$ cat src/rtl/alu_pkg.sv
// Shared definitions for the parameterised ALU core: op codes, FSM states and
// flag bit positions inside the 4-bit {Z,N,C,V} flags word.
package alu_pkg;

  typedef enum logic [3:0] {
    OP_ADD   = 4'd0,
    OP_SUB   = 4'd1,
    OP_AND   = 4'd2,
    OP_OR    = 4'd3,
    OP_XOR   = 4'd4,
    OP_NAND  = 4'd5,
    OP_NOR   = 4'd6,
    OP_NOT   = 4'd7,
    OP_SHL   = 4'd8,
    OP_SHR   = 4'd9,
    OP_SRA   = 4'd10,
    OP_ROL   = 4'd11,
    OP_MUL   = 4'd12,
    OP_SLT   = 4'd13,
    OP_PASSB = 4'd14,
    OP_MAXU  = 4'd15
  } alu_op_e;

  typedef enum logic [1:0] {
    ST_IDLE = 2'd0,
    ST_EXEC = 2'd1,
    ST_DONE = 2'd2
  } alu_state_e;

  localparam int FLAG_Z = 3;
  localparam int FLAG_N = 2;
  localparam int FLAG_C = 1;
  localparam int FLAG_V = 0;

endpackage

$ cat src/rtl/alu_mul_seq.sv
// Sequential shift-add unsigned multiplier: one partial product per enabled
// cycle, WIDTH iterations after start. Operands must be held stable by the caller.
module alu_mul_seq #(
  parameter int WIDTH = 8
) (
  input  logic                 clk,
  input  logic                 rst_n,
  input  logic                 ena,
  input  logic                 start,
  input  logic [WIDTH-1:0]     a,
  input  logic [WIDTH-1:0]     b,
  output logic                 busy,
  output logic                 done,
  output logic [2*WIDTH-1:0]   product
);

  localparam int CW = $clog2(WIDTH);

  logic [CW-1:0]      cnt;
  logic [2*WIDTH-1:0] acc;
  logic [2*WIDTH-1:0] addend;
  logic [2*WIDTH-1:0] acc_nxt;

  always_comb begin
    addend  = '0;
    if (b[cnt]) addend = {{WIDTH{1'b0}}, a} << cnt;
    acc_nxt = acc + addend;
  end

  // done flags the iteration that finishes the product; product is the
  // accumulator value that iteration will write, so the caller can latch it.
  assign done    = busy && (cnt == CW'(WIDTH - 1));
  assign product = acc_nxt;

  always_ff @(posedge clk or negedge rst_n) begin
    if (!rst_n) begin
      acc  <= '0;
      cnt  <= '0;
      busy <= 1'b0;
    end else if (ena) begin
      if (start) begin
        acc  <= '0;
        cnt  <= '0;
        busy <= 1'b1;
      end else if (busy) begin
        acc <= acc_nxt;
        cnt <= cnt + CW'(1);
        if (done) busy <= 1'b0;
      end
    end
  end

endmodule

$ cat src/rtl/param_alu_core.sv
// Parameterised ALU core with valid/ready request and result handshakes;
// single-cycle ops complete at acceptance, MUL runs on the sequential multiplier.
module param_alu_core
  import alu_pkg::*;
#(
  parameter int WIDTH = 8
) (
  input  logic               clk,
  input  logic               rst_n,
  input  logic               ena,
  input  logic               in_valid,
  output logic               in_ready,
  input  logic [3:0]         op,
  input  logic [WIDTH-1:0]   a,
  input  logic [WIDTH-1:0]   b,
  output logic               out_valid,
  input  logic               out_ready,
  output logic [WIDTH-1:0]   result,
  output logic [WIDTH-1:0]   result_hi,
  output logic [3:0]         flags,
  output alu_state_e         state_dbg
);

  localparam int SHW = $clog2(WIDTH);
  localparam int MSB = WIDTH - 1;

  // Handshakes: a request transfers on an enabled edge with in_valid && in_ready;
  // a result transfers on an enabled edge with out_valid && out_ready. Both
  // sides hold their payload stable until the transfer edge.

  alu_state_e         state;
  alu_op_e            op_q;
  logic [WIDTH-1:0]   a_q;
  logic [WIDTH-1:0]   b_q;

  logic               accept;
  logic               mul_start;
  logic               mul_busy;
  logic               mul_done;
  logic               mul_fire;
  logic [2*WIDTH-1:0] mul_product;

  logic [SHW-1:0]     sh;
  logic [WIDTH:0]     wide;
  logic signed [WIDTH:0] sra_w;
  logic [WIDTH-1:0]   alu_res;
  logic               alu_c;
  logic               alu_v;
  logic [3:0]         alu_flags;
  logic [3:0]         mul_flags;

  assign in_ready  = ena && (state == ST_IDLE);
  assign accept    = in_valid && in_ready;
  assign mul_start = accept && (alu_op_e'(op) == OP_MUL);
  assign mul_fire  = (state == ST_EXEC) && (op_q == OP_MUL) && mul_busy && mul_done;
  assign sh        = b[SHW-1:0];
  assign state_dbg = state;

  // Single-cycle datapath works on the live request so its result can be
  // registered on the acceptance edge itself.
  always_comb begin
    alu_res = '0;
    alu_c   = 1'b0;
    alu_v   = 1'b0;
    wide    = '0;
    sra_w   = '0;
    case (alu_op_e'(op))
      OP_ADD: begin
        wide    = {1'b0, a} + {1'b0, b};
        alu_res = wide[WIDTH-1:0];
        alu_c   = wide[WIDTH];
        alu_v   = (a[MSB] == b[MSB]) && (alu_res[MSB] != a[MSB]);
      end
      OP_SUB: begin
        wide    = {1'b0, a} - {1'b0, b};
        alu_res = wide[WIDTH-1:0];
        alu_c   = ~wide[WIDTH];
        alu_v   = (a[MSB] != b[MSB]) && (alu_res[MSB] != a[MSB]);
      end
      OP_AND:   alu_res = a & b;
      OP_OR:    alu_res = a | b;
      OP_XOR:   alu_res = a ^ b;
      OP_NAND:  alu_res = ~(a & b);
      OP_NOR:   alu_res = ~(a | b);
      OP_NOT:   alu_res = ~a;
      OP_SHL: begin
        wide    = {1'b0, a} << sh;
        alu_res = wide[WIDTH-1:0];
        alu_c   = wide[WIDTH];
      end
      OP_SHR: begin
        wide    = {a, 1'b0} >> sh;
        alu_res = wide[WIDTH:1];
        alu_c   = wide[0];
      end
      OP_SRA: begin
        // The guard bit below the LSB catches the last bit shifted out.
        sra_w   = $signed({a, 1'b0}) >>> sh;
        alu_res = sra_w[WIDTH:1];
        alu_c   = sra_w[0];
      end
      OP_ROL: begin
        alu_res = (a << sh) | (a >> (WIDTH - int'(sh)));
        alu_c   = (sh != '0) && alu_res[0];
      end
      OP_SLT:   alu_res = {{(WIDTH-1){1'b0}}, ($signed(a) < $signed(b))};
      OP_PASSB: alu_res = b;
      OP_MAXU:  alu_res = (a > b) ? a : b;
      default:  alu_res = '0;
    endcase
  end

  always_comb begin
    alu_flags         = '0;
    alu_flags[FLAG_Z] = (alu_res == '0);
    alu_flags[FLAG_N] = alu_res[MSB];
    alu_flags[FLAG_C] = alu_c;
    alu_flags[FLAG_V] = alu_v;
  end

  always_comb begin
    mul_flags         = '0;
    mul_flags[FLAG_Z] = (mul_product == '0);
    mul_flags[FLAG_N] = mul_product[2*WIDTH-1];
    mul_flags[FLAG_C] = |mul_product[2*WIDTH-1:WIDTH];
    mul_flags[FLAG_V] = |mul_product[2*WIDTH-1:WIDTH];
  end

  alu_mul_seq #(
    .WIDTH (WIDTH)
  ) u_mul (
    .clk     (clk),
    .rst_n   (rst_n),
    .ena     (ena),
    .start   (mul_start),
    .a       (a_q),
    .b       (b_q),
    .busy    (mul_busy),
    .done    (mul_done),
    .product (mul_product)
  );

  always_ff @(posedge clk or negedge rst_n) begin
    if (!rst_n) begin
      state     <= ST_IDLE;
      op_q      <= OP_ADD;
      a_q       <= '0;
      b_q       <= '0;
      out_valid <= 1'b0;
      result    <= '0;
      result_hi <= '0;
      flags     <= '0;
    end else if (ena) begin
      case (state)
        ST_IDLE: begin
          if (accept) begin
            a_q  <= a;
            b_q  <= b;
            op_q <= alu_op_e'(op);
            if (alu_op_e'(op) == OP_MUL) begin
              state <= ST_EXEC;
            end else begin
              state     <= ST_DONE;
              out_valid <= 1'b1;
              result    <= alu_res;
              result_hi <= '0;
              flags     <= alu_flags;
            end
          end
        end
        ST_EXEC: begin
          if (mul_fire) begin
            state     <= ST_DONE;
            out_valid <= 1'b1;
            result    <= mul_product[WIDTH-1:0];
            result_hi <= mul_product[2*WIDTH-1:WIDTH];
            flags     <= mul_flags;
          end
        end
        ST_DONE: begin
          if (out_ready) begin
            state     <= ST_IDLE;
            out_valid <= 1'b0;
          end
        end
        default: begin
          state     <= ST_IDLE;
          out_valid <= 1'b0;
        end
      endcase
    end
  end

endmodule

$ cat config.mk
export PLATFORM = sky130hd
export DESIGN_NAME = param_alu_core
export DESIGN_NICKNAME = d
export VERILOG_FILES = /design/src/rtl/alu_pkg.sv /design/src/rtl/alu_mul_seq.sv /design/src/rtl/param_alu_core.sv
export SDC_FILE = /design/constraint.sdc
export NUM_CORES = 1
export LEC_CHECK = 0
export CORE_MARGIN = 2
export CORE_UTILIZATION = 30
export CTS_CLUSTER_DIAMETER = 30
export DETAILED_ROUTE_END_ITERATION = 10
export PLACE_DENSITY_LB_ADDON = 0.25
export SLEW_MARGIN = 20
export SYNTH_ARGS = -nofsm -noshare
export SYNTH_HDL_FRONTEND = slang
export SYNTH_SLANG_ARGS = --single-unit
export TNS_END_PERCENT = 1
$ cat constraint.sdc
create_clock -name clk -period 11.6 [get_ports clk]
set_input_delay 3.48 -clock clk [delete_from_list [all_inputs] [get_ports clk]]
set_output_delay 3.48 -clock clk [all_outputs]
set_load 0.05 [all_outputs]
== Word level (Yosys, flattened, before mapping) ==
Index checks and enable logic that the tools add are counted.
Word-level totals
  output and inout port bits: 24
  word-level logic and storage cells: 119
  bits in registers: 63
Operators by class
  equality and inequality tests: 27
  muxes and demuxes: 36
  shift-type cells: 6
  bitwise gates (word level): 8
  add/sub/neg operators: 5
  $lt $le $gt $ge: 3
  reductions and logical operators: 23
Operators by type and width (count)
  $pmux W8 S15: 1
  $mux W8: 7
  $mux W16: 3
  $eq A4 B4 Y1 const B: 9
  $pmux W8 S2: 2
  $shr A8 B32 Y8: 1
  $not A8 Y8: 3
  $add A16 B16 Y16: 1
  $eq A4 B3 Y1 const B: 4
  $logic_not A16 Y1: 1
  $or A8 B8 Y8: 2
  $shl A8 B3 Y16: 1
  $mux W4: 3
  $logic_and A1 B1 Y1: 10
  $reduce_and A5 Y1: 2
  $add A8 B8 Y9: 1
  $shl A8 B3 Y9: 1
  $shr A9 B3 Y9: 1
  $sshr A9 B3 Y9: 1
  $sub A8 B8 Y9: 1
  $and A8 B8 Y8: 1
  $eq A4 B2 Y1 const B: 2
  $gt A8 B8 Y1: 1
  $logic_not A8 Y1: 1
  other kinds (31): 48

== Longest topological paths before layout ==
  depth in word-level cells: 8
  gate-level depth with buffers: 18
  gate-level depth less buffers: 16

== Cells and area by module ==
Synthesis repeated with hierarchy kept, for this count alone.
Second synthesis, totals
  cells, all modules: 843
  area, all modules: 6797.8 um^2
By module, submodules not included
  param_alu_core: seq. area each 1076.0 um^2, area an instance 4969.8 um^2, cells an instance 635, times used 1
  alu_mul_seq: seq. area each 500.5 um^2, area an instance 1828.0 um^2, cells an instance 208, times used 1

== Worst setup path after synthesis ==
OpenSTA, ideal clock, no wires.
  path type: input port to output port
  start point: in ena
  end point: out in_ready
  data arrival time: 4658 ps
  slack: 3462 ps
  required time: 8120 ps
  stages on the path: 1
  path through: nor3b_1
Between the ends
  word-level cells in the longest chain between the ends: 1
RTL lines
  from (decl): RTL line param_alu_core.sv:10  | input logic ena,
  $logic_and A1 B1 Y1: RTL line param_alu_core.sv:52  | assign in_ready = ena && (state == ST_IDLE);
  to (decl): RTL line param_alu_core.sv:12  | output logic in_ready,
No other way between the ends.

== Final worst setup path ==
Same ends and word-level chain as after synthesis.

==> flow_metrics.tcl <==
set metrics [dict create \
    drive_above_1_share_pct 8.46 \
    end_kind "output port" \
    design.die.area_sq_mm 0.0227 \
    max-clock-path-buffers 2 \
    io-pin-count 49 \
    drt_wl_total_mm 20.9 \
    cells_after_dpl 1086 \
    fin_crit_ns 8.64 \
    max_cap_viol_count 0 \
    num_antenna_cells 0 \
    dieWidth_microns 151 \
    die_y_microns 151 \
    post-cts-setup-buffers 0 \
    yosys_warnings 0 \
    synth.most_common_cell "sky130_fd_sc_hd__nor2_1" \
    post_layout_nonfiller_instances 1102 \
    synth_seq_cells 63 \
    worstSetupStartpoint "ena" \
    numCtsBuffers 9 \
    final-hold-violation-count 0 \
    crit_path_max_fanout 5 \
    regToRegStartpoint "u_mul.cnt[0]" \
    worst-endpoint-arrival_ns 5.16 \
    layout.core_utilization_pct 34.9 \
    worst_setup_hold_path_clk_slew_ns 0.06 \
    core_area_sq_mm 0.0211 \
    via_count 6214 \
    vias_per_cell 5.64 \
    antenna_violating_nets_post_route 0 \
    synthDominantCellAreaShare_pct 24.4 \
    worst-path-buf-inv 2 \
    critical_path.slowest_cell "sky130_fd_sc_hd__clkdlybuf4s50_1" \
    drtIter0Drc 545 \
    timing.final.crit_share_pct 74.5 \
    fmax_mhz 116 \
    synth.area.top_cells "sky130_fd_sc_hd__dfrtp_1 24%, sky130_fd_sc_hd__ha_1 8.5%, sky130_fd_sc_hd__nor2_1 5.9%" \
    synth_nets 885 \
    setup-tns-final_ns 0 \
    power.density_mw_per_mm2 203 \
    postSynthCellCount 813 \
    synth.cell_area_sq_mm 0.00645 \
    worst_hold_startpoint "result_hi[7]" \
    timing.max_slew.rel_slack_pct 23.4 \
    numPortBuffers 48 \
    critical-path-top-delay-family "buffers and inverters" \
    finish.net_count 894 \
    leakagePower_nw 3.12 \
    final_critical_path_setup_slack_ns 2.96 \
    netlist_top_cells_count "102 x sky130_fd_sc_hd__nor2_1, 76 x sky130_fd_sc_hd__nand2_1, 63 x sky130_fd_sc_hd__dfrtp_1" \
    final_worst_hold_slack_ns 0.479 \
    globalRouteTotalUtil_pct 18.9 \
    hp-class "reg -> reg" \
    cp_cell_sequence "clkdlybuf4s50_1 > nor3b_1 > clkdlybuf4s50_1" \
    synth-edff-count 0 \
    post_cts_hold_buffer_count 0 \
    path_common_cell "sky130_fd_sc_hd__clkdlybuf4s50_1" \
    h-tree-depth 3 \
    sequential_share_of_the_synthesized_area_pct 24.4 \
    synth_area_leader_cell "sky130_fd_sc_hd__dfrtp_1" \
    place_hpwl_mm 15.4 \
    post_cts.resized_instances 0 \
    cts_tree "done" \
    globalRoute.totalOverflow 0 \
    worst_ep_required_time_ns 8.12 \
    final-setup-viol-count 0 \
    starting_utilization_of_the_core_area_pct 30.6 \
    clk_latency_ns 0.33 \
    post-route-drc-count 0 \
    max_stage_delay_ns 0.86 \
    first_pass_grt_wire_length_mm 33.5 \
    worst_slew_pin_slew_ns 1.14 \
    clock_sinks 63 \
    ir_drop_mv 0.0694 \
    maximum_number_of_pins_on_one_net_before_global_route_repair 64 \
    async_reset_ff_share_pct 100 \
    area_growth_syn_to_layout_pct 14.2 \
    grt_pass1_vias 5895 \
    dpl_worst_slack_ns 2.96 \
    timing_max_transition_violations_final 0 \
    dr.pass1.iters 5 \
    status "finished clean" \
    ws_path_type "in -> out" \
    wire_per_inst_microns 18.9 \
    initial_antenna_violation_count 0 \
    fin_clk_skew_ns 0.00870 \
    post_synth_num_cell_types 68 \
    rows 53 \
    synth_area_per_cell_sq_um 7.93 \
    cp-start-kind "input port" \
    place_congestion 0.920 \
    dominantRegCellSynth "sky130_fd_sc_hd__dfrtp_1" \
    rsz0062_at_grt "no" \
    clock-root-buffer "sky130_fd_sc_hd__clkbuf_16" \
]
placed cells by master, fill, tap and decap left out, types with 12 or more instances in the layout:
| master | n |
|---|---|
| sky130_fd_sc_hd__mux2i_1 | 36 |
| sky130_fd_sc_hd__o211ai_1 | 12 |
| sky130_fd_sc_hd__nand2_1 | 76 |
| sky130_fd_sc_hd__nor2_1 | 102 |
| sky130_fd_sc_hd__xnor2_1 | 13 |
| sky130_fd_sc_hd__a21oi_1 | 57 |
| sky130_fd_sc_hd__dfrtp_1 | 63 |
| sky130_fd_sc_hd__nand3_1 | 19 |
| sky130_fd_sc_hd__clkdlybuf4s50_1 | 47 |
| sky130_fd_sc_hd__ha_1 | 44 |
| sky130_fd_sc_hd__mux2_2 | 26 |
| sky130_fd_sc_hd__nor3_1 | 28 |
| sky130_fd_sc_hd__o21ai_0 | 44 |
| sky130_fd_sc_hd__inv_1 | 38 |
power breakdown:
part	internal, mW	switching [mW]	leakage, nW
Sequential	0.304	0.0753	0.798
Combinational	0.339	0.536	2.19
Clock	0.144	0.0997	0.129
worst reg2reg max path: stages (launching register included):
cell and delay, ns:
sky130_fd_sc_hd__dfrtp_1 0.73, sky130_fd_sc_hd__mux4_2 0.37, sky130_fd_sc_hd__nand2_1 0.12, sky130_fd_sc_hd__nor3_1 0.50
sky130_fd_sc_hd__ha_1 0.34, sky130_fd_sc_hd__a211o_1 0.34, sky130_fd_sc_hd__a2111oi_4 0.45, sky130_fd_sc_hd__o21bai_1 0.14
sky130_fd_sc_hd__a21oi_1 0.19, sky130_fd_sc_hd__xor2_1 0.35, sky130_fd_sc_hd__and4_1 0.26, sky130_fd_sc_hd__nand4_1 0.24
sky130_fd_sc_hd__or3_1 0.44, sky130_fd_sc_hd__nand3_1 0.09
flip-flops by register name, summed over array words and instances (netlist names):
signal / flops
op_q: 4
u_mul.cnt: 3
out_valid: 1
b_q: 8
a_q: 8
result_hi: 8
flags: 4
u_mul.busy: 1
state_dbg: 2
result: 8
u_mul.acc: 16
worst paths after layout:
path	end	slack, ns	cells past startpoint
max in group asynchronous	a_q[5]	7.74	2
worst max register to register	flags[3]	6.98	13
worst min-delay path	result_hi[7]	0.48	2
worst max-delay path	in_ready	2.96	3
min in group asynchronous	result_hi[3]	3.33	2
worst min register to register	result_hi[7]	0.48	2
through the flow:
step                instance area, sq um  total power, mW
global route                        7370             1.62
detailed placement                  7100             1.25
floorplan                           6450             1.02
global placement                    7100             1.25
CTS                                 7370             1.50
finish                              7370             1.50
kinds of logic (layout without fill, tap and decap cells):
family	count (synthesis)	count (layout)	synth area share [%]
buffers and inverters	99	113	6.05
flip-flops	63	63	24.4
AO/OA/AOI/OAI	213	213	22.3
AND/OR/NAND/NOR	298	298	21.5
multiplexers	71	71	13.3
adder cells (fa/ha/maj)	47	47	9.47
XOR/XNOR	22	22	2.99
area by class of cell:
| type | count | area [sq um] |
|---|---|---|
| Multi-Input combinational cell | 651 | 4480 |
| Clock buffer | 11 | 233 |
| Timing Repair Buffer | 58 | 551 |
| Clock inverter | 5 | 35.0 |
| Inverter | 39 | 146 |
| Tap cell | 275 | 344 |
| Sequential cell | 63 | 1580 |
| Fill cell | 2250 | 13700 |
layer usage:
layer	GRT usage [%]	vias to the layer above	wire, microns
li1	-	2974	-
met1	27.1	3012	9980
met2	28.9	200	9300
met3	3.76	28	1240
met4	4.77	0	363
met5	0	-	0
No activity file was read; power rests on OpenSTA's default activity.
